### config.mk
export PLATFORM = sky130hd
export DESIGN_NAME = hs_sender
export DESIGN_NICKNAME = d
export VERILOG_FILES = /design/src/rtl/hs_pkg.sv /design/src/rtl/hs_fifo.sv /design/src/rtl/hs_sender.sv
export SDC_FILE = /design/constraint.sdc
export NUM_CORES = 1
export LEC_CHECK = 0
export BUFFER_PORTS_ARGS = -buffer_cell sky130_fd_sc_hd__buf_4
export CAP_MARGIN = 30
export CORE_MARGIN = 3
export CORE_UTILIZATION = 50
export CTS_CLUSTER_SIZE = 12
export DETAILED_ROUTE_END_ITERATION = 12
export PLACE_DENSITY_LB_ADDON = 0.1
export SYNTH_ARGS = -nofsm -noshare
export SYNTH_HDL_FRONTEND = slang
export SYNTH_SLANG_ARGS = --single-unit
export TNS_END_PERCENT = 10
### constraint.sdc
create_clock -name clk -period 2.5 [get_ports clk]
set_input_delay 0.5 -clock clk [delete_from_list [all_inputs] [get_ports clk]]
set_output_delay 0.5 -clock clk [all_outputs]
set_load 0.02 [all_outputs]
### src/rtl/hs_pkg.sv
// Shared types and default parameters for the send/ack 4-phase handshake sender.
package hs_pkg;

  typedef enum logic [1:0] {
    IDLE = 2'b00,
    REQ  = 2'b01,
    REL  = 2'b10
  } state_t;

  localparam int DEF_WIDTH   = 8;
  localparam int DEF_DEPTH   = 4;
  localparam int DEF_TIMEOUT = 16;

endpackage

### src/rtl/hs_fifo.sv
// Synchronous FIFO with async reset; the head word is readable without popping.
module hs_fifo
  import hs_pkg::*;
#(
  parameter int WIDTH = DEF_WIDTH,
  parameter int DEPTH = DEF_DEPTH
) (
  input  logic                     clk,
  input  logic                     rst,
  input  logic                     i_push,
  input  logic [WIDTH-1:0]         i_data,
  input  logic                     i_pop,
  output logic [WIDTH-1:0]         o_head,
  output logic [$clog2(DEPTH):0]   o_count,
  output logic                     o_full,
  output logic                     o_empty
);

  localparam int AW = $clog2(DEPTH);

  logic [WIDTH-1:0] r_mem [DEPTH];
  logic [AW-1:0]    r_wr_ptr;
  logic [AW-1:0]    r_rd_ptr;
  logic [AW:0]      r_count;
  logic             w_push;
  logic             w_pop;

  assign o_full  = (r_count == (AW+1)'(DEPTH));
  assign o_empty = (r_count == '0);
  assign o_count = r_count;
  assign o_head  = r_mem[r_rd_ptr];

  // Guarded internally so a stray push when full or pop when empty is harmless.
  assign w_push = i_push && !o_full;
  assign w_pop  = i_pop && !o_empty;

  always_ff @(posedge clk or posedge rst) begin
    if (rst) begin
      r_wr_ptr <= '0;
      r_rd_ptr <= '0;
      r_count  <= '0;
    end else begin
      if (w_push) r_wr_ptr <= r_wr_ptr + 1'b1;
      if (w_pop)  r_rd_ptr <= r_rd_ptr + 1'b1;
      case ({w_push, w_pop})
        2'b10:   r_count <= r_count + 1'b1;
        2'b01:   r_count <= r_count - 1'b1;
        default: r_count <= r_count;
      endcase
    end
  end

  always_ff @(posedge clk) begin
    if (w_push) r_mem[r_wr_ptr] <= i_data;
  end

endmodule

### src/rtl/hs_sender.sv
// Upstream master of the send/ack 4-phase handshake: buffers producer words and
// delivers each one as a full send/ack cycle, with an optional ack timeout.
module hs_sender
  import hs_pkg::*;
#(
  parameter int WIDTH   = DEF_WIDTH,
  parameter int DEPTH   = DEF_DEPTH,
  parameter int TIMEOUT = DEF_TIMEOUT
) (
  input  logic                   clk,
  input  logic                   rst,
  input  logic [WIDTH-1:0]       in_data,
  input  logic                   in_valid,
  output logic                   in_ready,
  output logic                   send,
  output logic [WIDTH-1:0]       data_out,
  input  logic                   ack,
  output logic [$clog2(DEPTH):0] count,
  output logic                   done,
  output logic                   err,
  output logic [1:0]             o_state
);

  // Producer side: a word moves when in_valid && in_ready at a rising edge;
  // the producer holds in_data/in_valid until that happens.
  localparam int TW = (TIMEOUT < 2) ? 1 : $clog2(TIMEOUT);

  state_t           r_state;
  logic             r_send;
  logic [WIDTH-1:0] r_data;
  logic             r_done;
  logic             r_err;
  logic [TW-1:0]    r_tmo;

  logic [WIDTH-1:0] w_head;
  logic             w_full;
  logic             w_empty;
  logic             w_timeout;
  logic             w_pop;

  assign w_timeout = (TIMEOUT != 0) && (r_tmo == TW'(TIMEOUT - 1));
  // The word leaves the FIFO exactly on the REQ->REL transition (ack or timeout).
  assign w_pop     = (r_state == REQ) && (ack || w_timeout);

  hs_fifo #(
    .WIDTH (WIDTH),
    .DEPTH (DEPTH)
  ) u_fifo (
    .clk     (clk),
    .rst     (rst),
    .i_push  (in_valid && !w_full),
    .i_data  (in_data),
    .i_pop   (w_pop),
    .o_head  (w_head),
    .o_count (count),
    .o_full  (w_full),
    .o_empty (w_empty)
  );

  always_ff @(posedge clk or posedge rst) begin
    if (rst) begin
      r_state <= IDLE;
      r_send  <= 1'b0;
      r_data  <= '0;
      r_done  <= 1'b0;
      r_err   <= 1'b0;
      r_tmo   <= '0;
    end else begin
      r_done <= 1'b0;
      r_err  <= 1'b0;
      case (r_state)
        IDLE: begin
          // A stale ack from the peripheral must clear before a new request.
          if (!w_empty && !ack) begin
            r_state <= REQ;
            r_send  <= 1'b1;
            r_data  <= w_head;
            r_tmo   <= '0;
          end
        end
        REQ: begin
          if (ack) begin
            r_done  <= 1'b1;
            r_send  <= 1'b0;
            r_state <= REL;
          end else if (w_timeout) begin
            r_err   <= 1'b1;
            r_send  <= 1'b0;
            r_state <= REL;
          end else begin
            r_tmo <= r_tmo + 1'b1;
          end
        end
        REL: begin
          if (!ack) begin
            if (!w_empty) begin
              r_state <= REQ;
              r_send  <= 1'b1;
              r_data  <= w_head;
              r_tmo   <= '0;
            end else begin
              r_state <= IDLE;
            end
          end
        end
        default: r_state <= IDLE;
      endcase
    end
  end

  assign in_ready = !w_full;
  assign send     = r_send;
  assign data_out = r_data;
  assign done     = r_done;
  assign err      = r_err;
  assign o_state  = r_state;

endmodule

-- After elaboration in Yosys (flattened, before gate mapping)
Memory sizes are Yosys's and may differ from the RTL's.
Cells that the tools add are included.
- register bits: 24
- memory bits (writable): 32
- input bits: 12
- output and inout port bits: 17
- logic and storage cells: 75
- memories kept: 1
- memories (name ; words ; width ; read ports ; clocked after memory_dff ; write ports ; line ; source):
    u_fifo.r_mem ; 4 ; 8 ; 1 ; 0 ; 1 ; hs_fifo.sv:21 ; logic [WIDTH-1:0] r_mem [DEPTH];
- add/subtract/negate cells: 5
- equality and inequality tests: 12
- multiplexer cells: 30
- reductions and logical operators: 18
- operators with widths (operator ; number):
    2-to-1 mux 8 bit ; 3
    2-to-1 mux 4 bit ; 5
    case mux 8 bit (2 select lines) ; 1
    2-to-1 mux 1 bit ; 13
    case mux 4 bit (3 select lines) ; 1
    != test 2 bit, second input constant ; 5
    2-to-1 mux 2 bit ; 4
    case mux 2 bit (3 select lines) ; 1
    case mux 3 bit (2 select lines) ; 1
    AND reduction 6 bit ; 1
    logical AND 1 bit ; 5
    AND reduction 5 bit ; 1
    adder 2 x 1 -> 2 bit, second input constant ; 2
    adder 4 x 1 -> 4 bit, second input constant ; 1
    equality test 2 x 1 -> 1 bit, second input constant ; 2
    equality test 2 bit, second input constant ; 2
    equality test 4 bit, second input constant ; 1
    AND reduction 4 bit ; 1
    nonzero test 2 bit ; 2
    adder 3 x 1 -> 3 bit, second input constant ; 1
    equality test 3 bit, second input constant ; 1
    logical NOT 1 bit ; 3
    logical NOT 3 bit ; 1
    != test 3 bit, second input constant ; 1
    other kinds (6) ; 6

-- Longest topological paths before layout
- depth after elaboration: 6
- depth in mapped cells: 9
- mapped depth without buffers: 9

-- Cells and area by module
Synthesis repeated with hierarchy kept, for this count alone.
- cells, all modules: 153
- area, all modules: 2331.0 µm²
- modules (own cells, without submodules) (module ; times used ; cells each ; area each (µm²) ; seq. area each (µm²)):
    hs_fifo ; 1 ; 80 ; 1596.5 ; 1136.1
    hs_sender ; 1 ; 73 ; 734.5 ; 425.4

-- Worst setup path after synthesis
Ideal clock, no wire load.
- path type: register to register
- start: register u_fifo.r_count[0] (netlist: u_fifo.o_count[0])
- end: register u_fifo.r_count[2] (netlist: u_fifo.o_count[2])
- setup time: 80 ps
- data arrival time: 2146 ps
- required time: 2420 ps
- path slack: 275 ps
- cell stages (with the launch flop): 10
- buffers on the path: 0
- clock period less this slack: 2225 ps
- cell sequence: dfrtp_1 > or3b_4 > and2_4 > inv_1 > ha_1 > inv_1 > fa_1 > xor2_1 > nor2_1 > xor2_1
- cells in the longest elaborated chain, start to end: 6
- elaborated cells between the ends (all ways): 13
- classes of those cells: add/sub: 2; eq/ne: 3; mux: 1; reduce/logical: 7
- RTL lines (item ; line ; source):
    from (decl) ; hs_fifo.sv:24 ; logic [AW:0] r_count;
    from (signal assigned) ; hs_fifo.sv:46 ; 2'b10: r_count <= r_count + 1'b1;
    from (signal assigned) ; hs_fifo.sv:47 ; 2'b01: r_count <= r_count - 1'b1;
    from (signal assigned) ; hs_fifo.sv:48 ; default: r_count <= r_count;
    equality test 3 bit (*) ; hs_fifo.sv:28 ; assign o_full = (r_count == (AW+1)'(DEPTH));
    logical NOT 1 bit (*) ; - ;
    named net in_ready ; hs_sender.sv:14 ; output logic in_ready,
    logical AND 1 bit ; hs_sender.sv:51 ; .i_push (in_valid && !w_full),
    logical AND 1 bit (*) ; hs_fifo.sv:34 ; assign w_push = i_push && !o_full;
    equality test 2 x 1 -> 1 bit / equality test 2 bit (equally long branches) ; hs_fifo.sv:45 ; case ({w_push, w_pop})
    case mux 3 bit (2 select lines) / nonzero test 2 bit (equally long branches) ; - ;
Mark *: on every way through the listed nets, which the timed path passes. The rest lies on a longest branch.
A chain may end at the register's enable or synchronous reset.

-- Worst setup path in the final report
- start: register u_fifo.r_count[0] (netlist: u_fifo.o_count[0])
- end: register u_fifo.r_count[2] (netlist: u_fifo.o_count[2])
- cells in the longest elaborated chain, start to end: 6
- elaborated cells between the ends (all ways): 13
- classes of those cells: add/sub: 2; eq/ne: 3; mux: 1; reduce/logical: 7
- RTL lines (item ; line):
    equality test 3 bit ; hs_fifo.sv:28
    logical NOT 1 bit ; hs_fifo.sv:34, hs_sender.sv:51
    logical AND 1 bit ; hs_sender.sv:51
    logical AND 1 bit ; hs_fifo.sv:34
    equality test 2 x 1 -> 1 bit / equality test 2 bit (equally long branches) ; hs_fifo.sv:45
    case mux 3 bit (2 select lines) / nonzero test 2 bit (equally long branches) ; -
Several ways; a longest one is shown, not always the timed one.

==> results_dict.tcl <==
set metrics [dict create \
    status "finished, final reports clean" \
    hold_class "in2async" \
    syn_inst 138 \
    clk_latency_ns 0.30 \
    synthFlopType "edfxtp_1" \
    min_period_ns 2.28 \
    finalSetupViolCount 0 \
    rows 23 \
    postCtsSetupBuffers 0 \
    synth-compound-area-share_pct 2.68 \
    grt_pass1_wl_mm 6.09 \
    hold_viol 0 \
    routed_via_density 5.38 \
    cts_tree "built" \
    final_max_slew_viol_count 0 \
    synthArstFlopShare_pct 42.9 \
    cp_num_buf_inv 2 \
    io_buffers 28 \
    die-area_sq_mm 0.00542 \
    synth_top_family_by_area "multiplexers" \
    comb_power_share_pct 34.6 \
    fin_setup_tns_ns 0 \
    coreArea_sq_mm 0.00420 \
    synth_top_area_share_pct 42.1 \
    antenna_found_initial 0 \
    path_max_fanout 6 \
    fin_crit_sh_pct 91.2 \
    gp_congestion 0.830 \
    drive_above_1_share_pct 32.6 \
    dp_hpwl_mm 2.59 \
    reg2reg_depth 9 \
    slowest_delay_ns 0.44 \
    diodes 0 \
    cts_max_path_buffers 2 \
    routed_wl_mm 3.64 \
    synth_edf_count 32 \
    crit_type "reg2reg" \
    ys_warn_count 0 \
    crit_start "u_fifo.o_count[0]" \
    synthMostInstantiatedCell "edfxtp_1" \
    switchingPower_w 0.00100 \
    synthAdderAreaFrac_pct 4.16 \
    final_nets 190 \
    synth_area_leaders "edfxtp_1, dfrtp_1, mux4_2" \
    ys_seq_area_share_pct 68.3 \
    die_w_microns 73.6 \
    grt_max_degree 25 \
    p_per_area_mw_per_mm2 1170 \
    fmax_mhz 439 \
    cp-end-kind "flip-flop" \
    maxCapViolations 0 \
    crit_required_ns 2.71 \
    cts-resized-gates 0 \
    area_growth_pct 16.3 \
    yosysUniqueCellTypes 31 \
    p_int_w 0.00211 \
    synth_simple_gate_area_share_pct 6.74 \
    max_slew.worst_pin.slew_ns 0.656 \
    first_pass_iters 4 \
    grt_remaining_overflow 0 \
    worstPathCellList "or3b_4 > and2_4 > inv_1 > ha_1 > inv_1 > fa_1 > xor2_1 > nor2_1 > xor2_1" \
    rsz0062_at_grt "no" \
    pwr-share-clk_pct 18.2 \
    syn_area_sq_mm 0.00228 \
    peakVddDrop_mv 0.568 \
    skew_ns 0.00476 \
    relSlewSlack_pct 56.2 \
    p_leak_nw 1.10 \
    cts_buffers 5 \
    postCtsHoldBufs 0 \
    syn_nets 157 \
    drtIter0Drc 58 \
    r2r_start "u_fifo.o_count[0]" \
    critPathLaunchType "flip-flop" \
    antenna_left 0 \
    grt_pass1_vias 1250 \
    vias 1195 \
    yosys_register_bits 56 \
    synthTopCellsByCount "edfxtp_1, dfrtp_1, inv_1" \
    seqPwrFrac_pct 47.3 \
    synth-xor-area-share_pct 2.30 \
    yosysTopAreaCell "edfxtp_1" \
    initial_utilization_pct 54.4 \
    cp.arrival_ns 2.49 \
    drc 0 \
    critPathSlowestCell "dfrtp_1" \
    synthMuxAreaShare_pct 12.9 \
    fp.dieH_microns 73.6 \
    io_pins 29 \
    power.share.switching_pct 32.2 \
    cts_num_sinks 56 \
    syn_area_per_cell_sq_um 16.6 \
    grt_usage_pct 15.5 \
    htree_levels 2 \
    path_clk_slew_ns 0.09 \
    worstSetupPathDepth 9 \
    finalPower_w 0.00311 \
    cp_top_family "simple AND/OR/NAND/NOR gates" \
    clock_tree.root_cell "clkbuf_8" \
    wl_per_cell_microns 16.4 \
]
worst register-to-register path, stage by stage, from the launching register on:
cell	delay, ns
dfrtp_1	0.44
or3b_4	0.44
and2_4	0.19
inv_1	0.05
ha_1	0.17
inv_1	0.06
fa_1	0.38
xor2_1	0.15
nor2_1	0.12
xor2_1	0.19
worst paths after layout:
check	slack (ns)	endpoint
max in group asynchronous	2.01	r_tmo[2]
hold / removal	0.25	o_state[0]
hold reg to reg	0.52	data_out[7]
setup reg to reg	0.22	u_fifo.o_count[2]
min in group clk	0.40	u_fifo.r_mem[0][4]
setup / recovery	0.22	u_fifo.o_count[2]
placed cells by master (no fill, tap or decap):
| master | n |
|---|---|
| clkinv_1 | 1 |
| ha_1 | 6 |
| xor2_1 | 4 |
| nor3_1 | 2 |
| o21ai_0 | 5 |
| nor4b_1 | 1 |
| a21boi_0 | 1 |
| nand2_1 | 2 |
| o21a_1 | 1 |
| or2_1 | 2 |
| fa_1 | 1 |
| dfrtp_1 | 24 |
| nor2_1 | 3 |
| mux2i_1 | 1 |
| or2_2 | 1 |
| a31oi_1 | 2 |
| clkbuf_8 | 5 |
| xnor2_1 | 2 |
| and3_1 | 6 |
| bufinv_16 | 1 |
| inv_1 | 12 |
| edfxtp_1 | 32 |
| or3b_4 | 1 |
| nand2b_1 | 2 |
| clkinv_4 | 1 |
| and2_4 | 1 |
| buf_4 | 29 |
| mux4_2 | 8 |
| nor3b_1 | 1 |
| nand3_1 | 4 |
| mux2_4 | 1 |
| mux2_2 | 8 |
| o2bb2ai_1 | 1 |
registers in the layout, indices dropped and copies added, names as in the netlist:
| signal | cells |
|---|---|
| send | 1 |
| err | 1 |
| u_fifo.r_mem | 32 |
| u_fifo.r_rd_ptr | 2 |
| u_fifo.o_count | 3 |
| r_tmo | 4 |
| o_state | 2 |
| done | 1 |
| data_out | 8 |
| u_fifo.r_wr_ptr | 2 |
final cells by class:
type | count | area [sq um]
flip-flops and latches | 56 | 1560
inverters | 12 | 45.0
well taps | 50 | 62.6
multi-input cells | 67 | 658
clock buffers | 5 | 68.8
repair buffers | 29 | 218
clock inverters | 3 | 42.5
fillers | 311 | 1550
layer usage:
metal / global-route usage, % / wire, microns / vias to the layer above
met5: 0 / 0 / -
met4: 4.83 / 41 / 0
met3: 4.79 / 200 / 4
met2: 25.6 / 1840 / 36
met1: 19.4 / 1560 / 585
li1: - / - / 570
through the flow:
stage | hold WS (ns) | cell area [sq um] | utilization [%] | cells | setup WS [ns]
floorplan | 0.477 | 2280 | - | 138 | 0.275
global placement | 0.489 | 2540 | 60.6 | 214 | 0.373
detailed placement | 0.501 | 2540 | 60.6 | 214 | 0.225
CTS | 0.248 | 2660 | 63.2 | 222 | 0.187
global route | 0.254 | 2660 | 63.2 | 222 | 0.0831
finish | 0.248 | 2660 | 63.2 | 222 | 0.220
cells by family after synthesis:
kind of cell / count (synthesis)
multiplexers: 18
flip-flops: 56
buffers and inverters: 15
AO/OA/AOI/OAI: 10
adder cells (fa/ha/maj): 7
XOR/XNOR: 6
AND/OR/NAND/NOR: 26
power groups by stage:
stage,logic (W),registers (W),clock network [W]
2_1_floorplan,0.000670,0.00154,0
3_3_place_gp,0.00106,0.00148,0
3_5_place_dp,0.00110,0.00150,0
4_1_cts,0.00110,0.00148,0.000580
5_1_grt,0.00119,0.00152,0.000620
6_report,0.00108,0.00147,0.000566
No activity file was read; power rests on OpenSTA's default activity.
